### config.mk
export PLATFORM = sky130hd
export DESIGN_NAME = data_memory
export DESIGN_NICKNAME = d
export VERILOG_FILES = /design/src/rtl/data_memory_pkg.sv /design/src/rtl/data_memory.sv
export SDC_FILE = /design/constraint.sdc
export NUM_CORES = 2
export LEC_CHECK = 0
export BUFFER_PORTS_ARGS = -buffer_cell sky130_fd_sc_hd__clkbuf_2
export CAP_MARGIN = 20
export CORE_ASPECT_RATIO = 0.8
export CORE_UTILIZATION = 45
export DETAILED_ROUTE_END_ITERATION = 7
export HOLD_SLACK_MARGIN = 0.1
export PLACE_DENSITY = 0.6
export RECOVER_POWER = 50
export SLEW_MARGIN = 20
export SYNTH_ARGS = -nofsm -noshare
export SYNTH_HDL_FRONTEND = slang
export SYNTH_SLANG_ARGS = --single-unit
export TNS_END_PERCENT = 10
### constraint.sdc
create_clock -name clk -period 6.5 [get_ports clk]
set_input_delay 1.3 -clock clk [delete_from_list [all_inputs] [get_ports clk]]
set_output_delay 1.3 -clock clk [all_outputs]
set_load 0.005 [all_outputs]
### src/rtl/data_memory_pkg.sv
// Default geometry for the datapath data memory.
package data_memory_pkg;
    localparam int DM_DATA_WIDTH = 8;
    localparam int DM_ADDR_WIDTH = 8;
    localparam int DM_DEPTH      = 256;
endpackage

### src/rtl/data_memory.sv
// Byte-addressable data memory for the MEM stage.
// Synchronous write and clear; combinational read gated by memRead.
module data_memory
    import data_memory_pkg::*;
#(
    parameter int DATA_WIDTH = DM_DATA_WIDTH,
    parameter int ADDR_WIDTH = DM_ADDR_WIDTH,
    parameter int DEPTH      = DM_DEPTH
) (
    input  logic                  clk,
    input  logic                  memWrite,
    input  logic                  memRead,
    input  logic [ADDR_WIDTH-1:0] address,
    input  logic [DATA_WIDTH-1:0] data,
    output logic [DATA_WIDTH-1:0] out,
    input  logic                  rst
);
    // Only the low bits needed to cover DEPTH index the array, so a
    // shallower memory wraps instead of reading past its end.
    localparam int IDX_W = (DEPTH > 1) ? $clog2(DEPTH) : 1;

    logic [DATA_WIDTH-1:0] mem [0:DEPTH-1];
    logic [IDX_W-1:0]      idx;

    assign idx = address[IDX_W-1:0];

    // Clear the whole array on reset (reset wins over a same-edge write),
    // otherwise store data at the addressed location.
    always_ff @(posedge clk) begin
        if (rst) begin
            for (int i = 0; i < DEPTH; i++) begin
                mem[i] <= '0;
            end
        end else if (memWrite) begin
            mem[idx] <= data;
        end
    end

    // Combinational read; no write bypass, so a same-address write shows
    // up only after the capturing edge.
    assign out = memRead ? mem[idx] : '0;

endmodule

==> summary.txt <==
Timing
  • Final setup fails: 0
  • Max Clk Rate: 160 MHz
  • Tcrit/Tclk final: 0.965
  • Period minus WS final: 6.27 ns
  • Final Hold Viols: 0
  • Final Max Slew Viols: 2743
  • Worst Tran Pin Value: 3.90 ns
  • RSZ-0062 raised after global routing: no
  • Setup total negative slack: 0 ns
  • Relative slew slack: -1.60
  • Setup ws final: 0.231 ns
  • Fin Hold WS: 1.05 ns

Die
  • Chip Height: 416 um
  • Starting Density: 0.454
  • Num rows: 151
  • Die area: 0.216 mm^2
  • IO Pins: 28
  • Die W: 519 um
  • Core ar.: 0.212 mm^2

Worst setup path
  • Crit path DAT: 6.96 ns
  • CP max FO: 66
  • Data required, critical path: 7.19 ns
  • CP Capture Type: flop
  • Setup CP Type: in -> reg
  • Startpoint types: primary input

Cells and area
  • Layout cells sized above 1: 0.147
  • Largest register by flop count: mem
  • Finished Core Util: 0.496
  • Largest register FFs: 2048
  • Fillers: 17644
  • Layout Cells excl Fill: 9301
  • Most frequent cells in the layout: 2048 x edfxtp_1, 1807 x and3_1, 360 x mux4_2
  • Design area: 0.105 mm^2
  • Seq. cell area: 0.0615 mm^2
  • Area occupied by multi-input gates: 0.0310 mm^2
  • Leading registers by flop count: mem: 2048 flops
  • NumNets Final: 6329
  • Most common cell after layout, fill and taps aside: edfxtp_1
  • Area grow syn2layout: 9.26%

Yosys
  • Prevailing post-synth register cell: edfxtp_1
  • Mapped Avg Cell Area: 14.4 um^2
  • Compound-Gate Fraction of Synth Area: 0.0486
  • Flops & latches, synth: 2048
  • Post-synth EDFFs: 2048
  • Post-Syn Area: 0.0963 mm^2
  • Synth Area in Simple Gates: 0.153
  • Syn_nets: 6716
  • Main combinational cell family by area after synthesis: simple AND/OR/NAND/NOR gates
  • Ys async rst share: 0
  • Gate Count Post-Synth: 6696
  • Synth Area in Adders: 0
  • Ys Warns: 0
  • Cell variety after synth: 54
  • Xor/xnor share of the synthesized area: 0
  • Register area share after synthesis: 0.639
  • Mux contribution to synthesized area: 0.120

Placement
  • Dpl ws: 0.300 ns
  • DPL Wire Length: 160 mm
  • Placer Congestion: 0.867
  • Placed Area: 0.0995 mm^2
  • Buffers on Ports: 27
  • Dpl cells: 8936

Global route
  • GRT Util Overall: 0.248
  • Initial antenna violation count: 9
  • Largest net degree at the start of global routing: 206
  • Vias in the first global route: 56271
  • Total gr overflow: 0
  • First-pass GRT wire length: 396 mm

Power
  • PwrDens: 277 mW/mm^2
  • Final Power: 29.2 mW
  • Static leakage: 42.8 nW
  • Worst vdd ir: 0.305 mV

Run status
  • Failing checks: design-rule violations, max-capacitance violations, max-slew violations
  • Outcome: finished with violations

Clock network
  • CTS tree: yes
  • # hold bufs at CTS: 0
  • Clock Pin Slew Worst Setup and Hold Paths: 0.06 ns
  • # H-tree levels: 4
  • Post-cts resize count: 0
  • Post-CTS repair timing setup buffer count: 0
  • TritonCTS buffer count: 201
  • Clock tree buffer depth: 3
  • Clock Tree Root: clkbuf_16
  • Clock Sinks: 2048

Routing
  • DR iter-0 viols: 8099
  • Routed WL: 273 mm
  • Vias per std cell: 6.32
  • Via count of the routed design: 58825
  • Post-route DRC violation count: 2
  • DR WL/cell: 29.3 um
  • Antenna-violating nets left: 0
  • Pre-antenna DRT Iters: 8

Job
  • Max-cap viol count: 32

Worst hold path
  • HP Class: in -> reg
[synthesized netlist by cell type (42+ instances only)]
master	instances	area, um^2
edfxtp_1	2048	61500
clkbuf_1	713	2680
o22ai_1	74	463
nor2_1	80	300
a21o_1	224	1680
a22oi_1	156	1170
and3_1	1807	11300
nand2_1	42	158
mux2i_1	337	3370
nand3_1	53	265
buf_2	120	601
mux4_2	360	8110
a21oi_1	58	290
and2_1	259	1620
[per-layer routing]
layer	GRT usage	share of wire	vias to the layer above
li1	-	-	25272
met1	0.375	0.44	30570
met2	0.370	0.45	2606
met3	0.0438	0.087	373
met4	0.0608	0.025	4
met5	0	0.000070	-
[final cells by class]
class | instances | share of cell area
sequential | 2048 | 0.585
multi-input combinational | 3747 | 0.295
clock buffer | 252 | 0.0503
tap | 2830 | 0.0337
timing repair buffer | 309 | 0.0269
clock inverter | 108 | 0.00957
antenna | 5 | 0.000119
inverter | 2 | 0.0000714
[cells by family (layout without fill, tap and decap cells)]
group / Yosys count / after routing
AO/OA/AOI/OAI: 647 / 647
buffers and inverters: 901 / 671
flip-flops: 2048 / 2048
multiplexers: 700 / 700
other: 0 / 5
AND/OR/NAND/NOR: 2400 / 2400
[path summary, 6_finish.rpt]
path	from	end	slack, ns	cells past startpoint
worst min-delay path	data[7]	mem[112][7]	1.05	2
worst max-delay path	address[1]	mem[68][4]	0.23	8
[power breakdown]
part	switching (mW)	internal, mW	total [mW]
registers	0.186	15.2	15.3
logic	1.54	0.776	2.32
clock network	5.07	6.44	11.5
total	6.80	22.4	29.2
[critical path, stage by stage]
cell	delay [ns]
buf_8	0.28
buf_12	0.27
buf_4	0.23
nor2_1	0.37
and3_1	1.64
clkbuf_1	1.95
clkbuf_1	0.54
and3_1	0.25
Power figures use the tool's default switching activity.
